[config.mk]
export PLATFORM = sky130hd
export DESIGN_NAME = if_stage
export DESIGN_NICKNAME = d
export VERILOG_FILES = /design/src/rtl/if_stage.sv
export SDC_FILE = /design/constraint.sdc
export NUM_CORES = 1
export LEC_CHECK = 0
export CORE_MARGIN = 5
export CORE_UTILIZATION = 35
export DETAILED_ROUTE_END_ITERATION = 6
export PLACE_DENSITY_LB_ADDON = 0.15
export SLEW_MARGIN = 5
export SYNTH_ARGS = -nofsm -noshare
export SYNTH_HDL_FRONTEND = slang
export SYNTH_SLANG_ARGS = --single-unit
[constraint.sdc]
create_clock -name clk -period 4 [get_ports clk]
set_input_delay 0.6 -clock clk [delete_from_list [all_inputs] [get_ports clk]]
set_output_delay 0.6 -clock clk [all_outputs]
set_load 0.1 [all_outputs]
[src/rtl/if_stage.sv]
// Instruction-fetch stage: owns the PC, selects the next fetch address and
// loads the IF/ID pipeline register with stall and bubble control.
module if_stage #(
  parameter int                    ADDR_WIDTH  = 32,
  parameter int                    INST_WIDTH  = 32,
  parameter logic [ADDR_WIDTH-1:0] RESET_PC    = 32'h0000_0000,
  parameter logic [ADDR_WIDTH-1:0] TRAP_VECTOR = 32'h0000_012C,
  parameter logic [INST_WIDTH-1:0] NOP_INSTR   = 32'h0000_0013
) (
  input  logic                  clk,
  input  logic                  rst,
  output logic [ADDR_WIDTH-1:0] imem_addr,
  input  logic [INST_WIDTH-1:0] imem_instr,
  input  logic                  stall_f,
  input  logic                  stall_d,
  input  logic                  flush_d,
  input  logic                  branch_taken,
  input  logic [ADDR_WIDTH-1:0] branch_target,
  input  logic                  trap_req,
  input  logic                  mret_req,
  input  logic [ADDR_WIDTH-1:0] mepc,
  output logic [ADDR_WIDTH-1:0] pc_f,
  output logic [ADDR_WIDTH-1:0] pc_d,
  output logic [ADDR_WIDTH-1:0] pc_plus4_d,
  output logic [INST_WIDTH-1:0] instr_d,
  output logic                  valid_d,
  output logic                  misaligned_f
);

  localparam logic [ADDR_WIDTH-1:0] FOUR = ADDR_WIDTH'(4);

  logic [ADDR_WIDTH-1:0] pc_q;
  logic [ADDR_WIDTH-1:0] pc_plus4;
  logic [ADDR_WIDTH-1:0] raw_target;
  logic [ADDR_WIDTH-1:0] pc_next;
  logic                  redirect;
  logic                  misaligned_q;

  assign redirect = trap_req | mret_req | branch_taken;
  assign pc_plus4 = pc_q + FOUR;  // wraps modulo 2^ADDR_WIDTH

  // Redirect source priority: trap entry, then mret return, then branch.
  always_comb begin
    // NOTE: every combinational output gets a default first so no latch is inferred.
    raw_target = branch_target;
    if (trap_req)      raw_target = TRAP_VECTOR;
    else if (mret_req) raw_target = mepc;
  end

  always_comb begin
    pc_next = pc_plus4;
    if (redirect)     pc_next = {raw_target[ADDR_WIDTH-1:2], 2'b00};
    else if (stall_f) pc_next = pc_q;
  end

  always_ff @(posedge clk or posedge rst) begin
    if (rst) begin
      pc_q         <= RESET_PC;
      misaligned_q <= 1'b0;
    end else begin
      // NOTE: sequential state uses non-blocking assignments so all registers update together.
      pc_q         <= pc_next;
      misaligned_q <= redirect && (raw_target[1:0] != 2'b00);
    end
  end

  // IF/ID register; a redirect squashes the wrong-path fetch even under stall_d.
  always_ff @(posedge clk or posedge rst) begin
    if (rst) begin
      pc_d       <= '0;
      pc_plus4_d <= FOUR;
      instr_d    <= NOP_INSTR;
      valid_d    <= 1'b0;
    end else if (redirect || flush_d) begin
      pc_d       <= pc_q;
      pc_plus4_d <= pc_plus4;
      instr_d    <= NOP_INSTR;
      valid_d    <= 1'b0;
    end else if (!stall_d) begin
      pc_d       <= pc_q;
      pc_plus4_d <= pc_plus4;
      instr_d    <= imem_instr;
      valid_d    <= 1'b1;
    end
  end

  assign imem_addr    = pc_q;
  assign pc_f         = pc_q;
  assign misaligned_f = misaligned_q;

endmodule
# Yosys cells after proc, flatten, opt, wreduce, memory -nomap -nowiden
# Index checks and enable logic that the tools add are counted.
# W data, S select, Z words.
word_totals:
  regBits: 130
  input_bits: 104
  output_inout_bits: 162
  elab_cells: 26
classes:
  n_addsub: 1
  eq_ne: 2
  mux: 12
  bitwise: 2
  n_reduce_logical: 3
op_table:
  columns: ["op", "n"]
  rows:
  - ["$mux W32", 10]
  - ["$add A32 B3 Y32 const B", 1]
  - ["$ne A2 B1 Y1 const B", 2]
  - ["$mux W1", 2]
  - ["$or A1 B1 Y1", 2]
  - ["$reduce_bool A2 Y1", 1]
  - ["$logic_and A1 B1 Y1", 1]
  - ["$logic_or A1 B1 Y1", 1]

# Depth between registers and ports, before layout
logic_depth:
  ltp_word: 4
  depth_mapped: 7
  ltp_nobuf: 5

# Worst setup path after synthesis
# OpenSTA, ideal clock, no wires.
synth_timing:
  kind: "register -> register"
  from: "register pc_q[2] (netlist: imem_addr[2])"
  to: "register pc_plus4_d[28]"
  setup_time_ns: 0.082
  arrival_time_ns: 2.452
  required_ns: 3.918
  path_slack_ns: 1.466
  path_stages_with_launch: 7
  path_buffers: 1
  synth_period_minus_slack_ns: 2.534
  path_cell_list: "dfrtp_1 ha_1 and4_1 buf_4 nand4_2 or4_1 a31oi_1"
synth_via:
  elab_chain_cells: 3
synth_lines:
  columns: ["element", "line", "text"]
  rows:
  - ["start, declared", "32", "logic [ADDR_WIDTH-1:0] pc_q;"]
  - ["start signal, assigned", "62", "pc_q <= pc_next;"]
  - ["$add A32 B3 Y32 (*)", "40", "assign pc_plus4 = pc_q + FOUR;"]
  - ["$mux W32", "79", "end else if (!stall_d) begin"]
  - ["$mux W32 (*)", "74", "end else if (redirect || flush_d) begin"]
  - ["end signal, assigned", "76", "pc_plus4_d <= pc_plus4;"]
  - ["end signal, assigned", "81", "pc_plus4_d <= pc_plus4;"]
  - ["end, declared", "24", "output logic [ADDR_WIDTH-1:0] pc_plus4_d,"]
# Every way passes the cells marked *; elsewhere a longest branch is shown, timed or not. The select of a mux whose other input is x is not followed.
# A chain may end at the register's enable or synchronous reset.

# Worst setup path after layout
layout_timing:
  from: "register pc_q[14] (netlist: imem_addr[14])"
  to: "output imem_addr[14]"
layout_rtl:
  columns: ["element", "line", "text"]
  rows:
  - ["end, declared", "12", "output logic [ADDR_WIDTH-1:0] imem_addr,"]
# No word-level cell between the ends.

==> impl_metrics.csv <==
group,metric,value,unit
outcome,status,"finished, final reports clean",
synthesis,synth_cells,716,
power,ir_worst_vdd,0.301,mV
place,hpwl,16000,µm
synthesis,synth_area_leaders,"dfrtp_1, nand2_1, buf_4",
worst_setup_path,start_kind,"register",
worst_hold_path,whs_path_depth,2,
clocking,insertion_delay,0.42,ns
synthesis,seq_area_frac_synth,46.1,%
power,switchingPower,1500,µW
clocking,cts_buffers,17,
finish,area.growth.synth_to_final,44.8,%
place,gp_congestion,0.773,
worst_setup_path,reg2reg_depth,5,
synthesis,synth_top_cell_by_area,"dfrtp_1",
floorplan,pin_count,266,
worst_setup_path,slowest_stage,"clkdlybuf4s50_1",
clocking,cts.sink_count,124,
synthesis,yosys_warnings,0,
clocking,cts_buffer_depth,2,
synthesis,synth-edff-count,0,
clocking,cts_tree,"done",
finish,multi_input_area,3030,µm²
routing,drc,0,
routing,antenna_left,0,
clocking,clock-root-buffer,"clkbuf_16",
grt,track_usage,20.8,%
worst_setup_path,r2r-start,"imem_addr[2]",
worst_setup_path,reg2reg_to,"imem_addr[20]",
synthesis,ys_ff_latch,124,
worst_setup_path,cpLargestDelayFamily,"buffers and inverters",
timing,slew_headroom,31.1,%
clocking,postCtsHoldBufs,0,
synthesis,yosysUniqueCellTypes,70,
run,maxCapViolCount,0,
worst_setup_path,critPathArrivalTime,2.32,ns
finish,fillers,1744,
place,dpl.cell_count,1152,
worst_hold_path,worstHoldStart,"pc_d[4]",
routing,dr.pass1.iters,5,
timing,max_freq,342,MHz
floorplan,die_h,149,µm
finish,regArea,3110,µm²
worst_setup_path,critical-path-max-stage-delay,1.24,ns
floorplan,start_util,35.8,%
synthesis,avgSynthCellArea,9.42,µm²
finish,nNetsFinal,1016,
timing,finalHoldViolations,0,
timing,tightest_slew,1.03,ns
timing,holdWs,0.464,ns
finish,postLayoutCoreUtil,51.9,%
clocking,cts_setup_buffers,0,
floorplan,fp-row-count,50,
worst_hold_path,hold_class,"reg -> reg",
finish,drive_gt1_share,7.79,%
routing,drt_iter0_markers,343,
worst_setup_path,crit_buf_inv,1,
floorplan,die_area,22100,µm²
synthesis,synth.most_common_cell,"dfrtp_1",
power,p_sw_share,36.5,%
floorplan,die_w,149,µm
synthesis,synthArstFlopShare,100,%
worst_setup_path,crit_type,"reg -> out",
clocking,post_cts_resized,0,
power,power_per_cell_area,421,nW/µm²
routing,vias,6331,
place,io_buffers,257,
grt,grt-ovfl-total,0,
worst_hold_path,min_to,"pc_d[4]",
power,leakage,0.00402,µW
clocking,cts.htree.levels,4,
timing,fin_skew,0.00914,ns
worst_setup_path,path_max_fanout,11,
timing,drv_slew,0,
power,intPower,2610,µW
power,pwr-share-clk,39.0,%
timing,setup_ws,1.08,ns
power,seqPwrFrac,33.9,%
synthesis,yosysTopAreaCellShare,44.5,%
floorplan,core_area,18800,µm²
worst_setup_path,r2r_setup_slack,1.45,ns
place,place_ws,1.17,ns
grt,antenna_found_initial,1,
timing,period_needed,2.92,ns
synthesis,netlist_area,6740,µm²
clocking,path_clk_slew,0.06,ns
timing,fin_tns_setup,0,ns
power,comb_power_share,27.1,%
timing,setup_viol,0,
grt,grt_pass1_vias,6352,
worst_setup_path,crit_chain,"clkdlybuf4s50_1",
finish,n_antenna_cell,0,
timing,fin_crit_sh,73.0,%
synthesis,synth_common_cells,"dfrtp_1, nand2_1, buf_4, nor2_1, o21ai_0",
routing,wl_per_cell,19.6,µm
grt,grt_pass1_wl,36200,µm
grt,grt_max_degree,108,
synthesis,synth_ff_type,"dfrtp_1",
worst_setup_path,end_kind,"output port",
worst_setup_path,required,3.40,ns
routing,vias_per_cell,5.35,
routing,drt_wl_total,23200,µm
finish,final_cells,1184,
timing,rsz0062_at_grt,"false",
==> cell usage in the layout (no fill, tap or decap), drive strengths merged, types with 9 or more instances in the layout <==
master         instances
clkdlybuf4s50        256
dfrtp                120
nand2                120
nor2                  42
o21ai                 34
a22o                  30
mux2i                 22
nor3                  19
clkbuf                18
nand4                 17
a31oi                 16
a21oi                 16
nor4                  15
o22ai                 13
inv                   12
nand3                 11
buf                   10
and4                  10
and3                   9
a211oi                 9
o211ai                 9
clkinv                 9
==> cells by family (layout without fill, tap and decap cells) <==
logic type                 count (synthesis)  count (layout)  share of synthesized area (%)
muxes                                     27              27                           4.10
and+or+nand+nor                          269             269                           20.0
xor gates and xnor gates                  13              13                           1.69
buffers and inverters                    108             309                           9.65
AOI/OAI and AO/OA                        173             173                           18.2
adders and majority gates                  1               1                          0.186
other                                      1               8                         0.0556
DFF                                      124             124                           46.1
==> sequential cells by signal (all words and copies together) (netlist names) <==
name	flops
imem_addr	30
instr_d	32
misaligned_f	1
pc_d	30
pc_plus4_d	30
valid_d	1
==> area by class of cell <==
type,count,area share (%)
Sequential cell,124,31.8
Clock inverter,14,1.74
Multi-Input combinational cell,491,31.0
Tap cell,260,3.33
Inverter,11,0.474
Clock buffer,18,4.50
Timing Repair Buffer,266,27.1
==> worst max path at each step <==
stage                        from              to  slack (ns)  cells past startpoint
global placement         trap_req  pc_plus4_d[24]        1.20                      7
finish              imem_addr[14]   imem_addr[14]        1.08                      1
floorplan                     rst   imem_addr[10]        0.11                      1
CTS                 imem_addr[14]   imem_addr[14]        1.05                      1
detailed placement       trap_req  pc_plus4_d[24]        1.17                      7
global route         imem_addr[6]         pc_f[6]        1.02                      1
==> power by group through the flow <==
| stage | registers [µW] | clock network [µW] | logic (µW) |
|---|---|---|---|
| global placement | 1420 | 0 | 1120 |
| global route | 1410 | 1680 | 1160 |
| floorplan | 1830 | 0 | 391 |
| CTS | 1400 | 1630 | 1120 |
| finish | 1390 | 1600 | 1110 |
| detailed placement | 1420 | 0 | 1120 |
==> worst register-to-register path: cells and delay by family, from the launching register on <==
kind                     cells  cell delay [ns]
flip-flops                   1             0.62
AO/OA/AOI/OAI                2             0.66
AND/OR/NAND/NOR              2             0.77
adder cells (fa/ha/maj)      1             0.39
==> per-layer routing <==
layer	up-vias	share of wire [%]	wire (µm)	global-route usage [%]
li1	2958	-	-	-
met1	3056	44	10300	28.4
met2	286	46	10700	33.2
met3	29	8.1	1870	4.68
met4	2	1.4	320	6.18
met5	-	0.052	12	0
==> through the flow <==
step           area (µm²)  power, µW
3_5_place_dp         9160       2540
5_1_grt              9760       4240
2_1_floorplan        6770       2220
6_report             9760       4110
3_3_place_gp         9160       2530
4_1_cts              9760       4150
No activity file was read; power rests on OpenSTA's default activity.
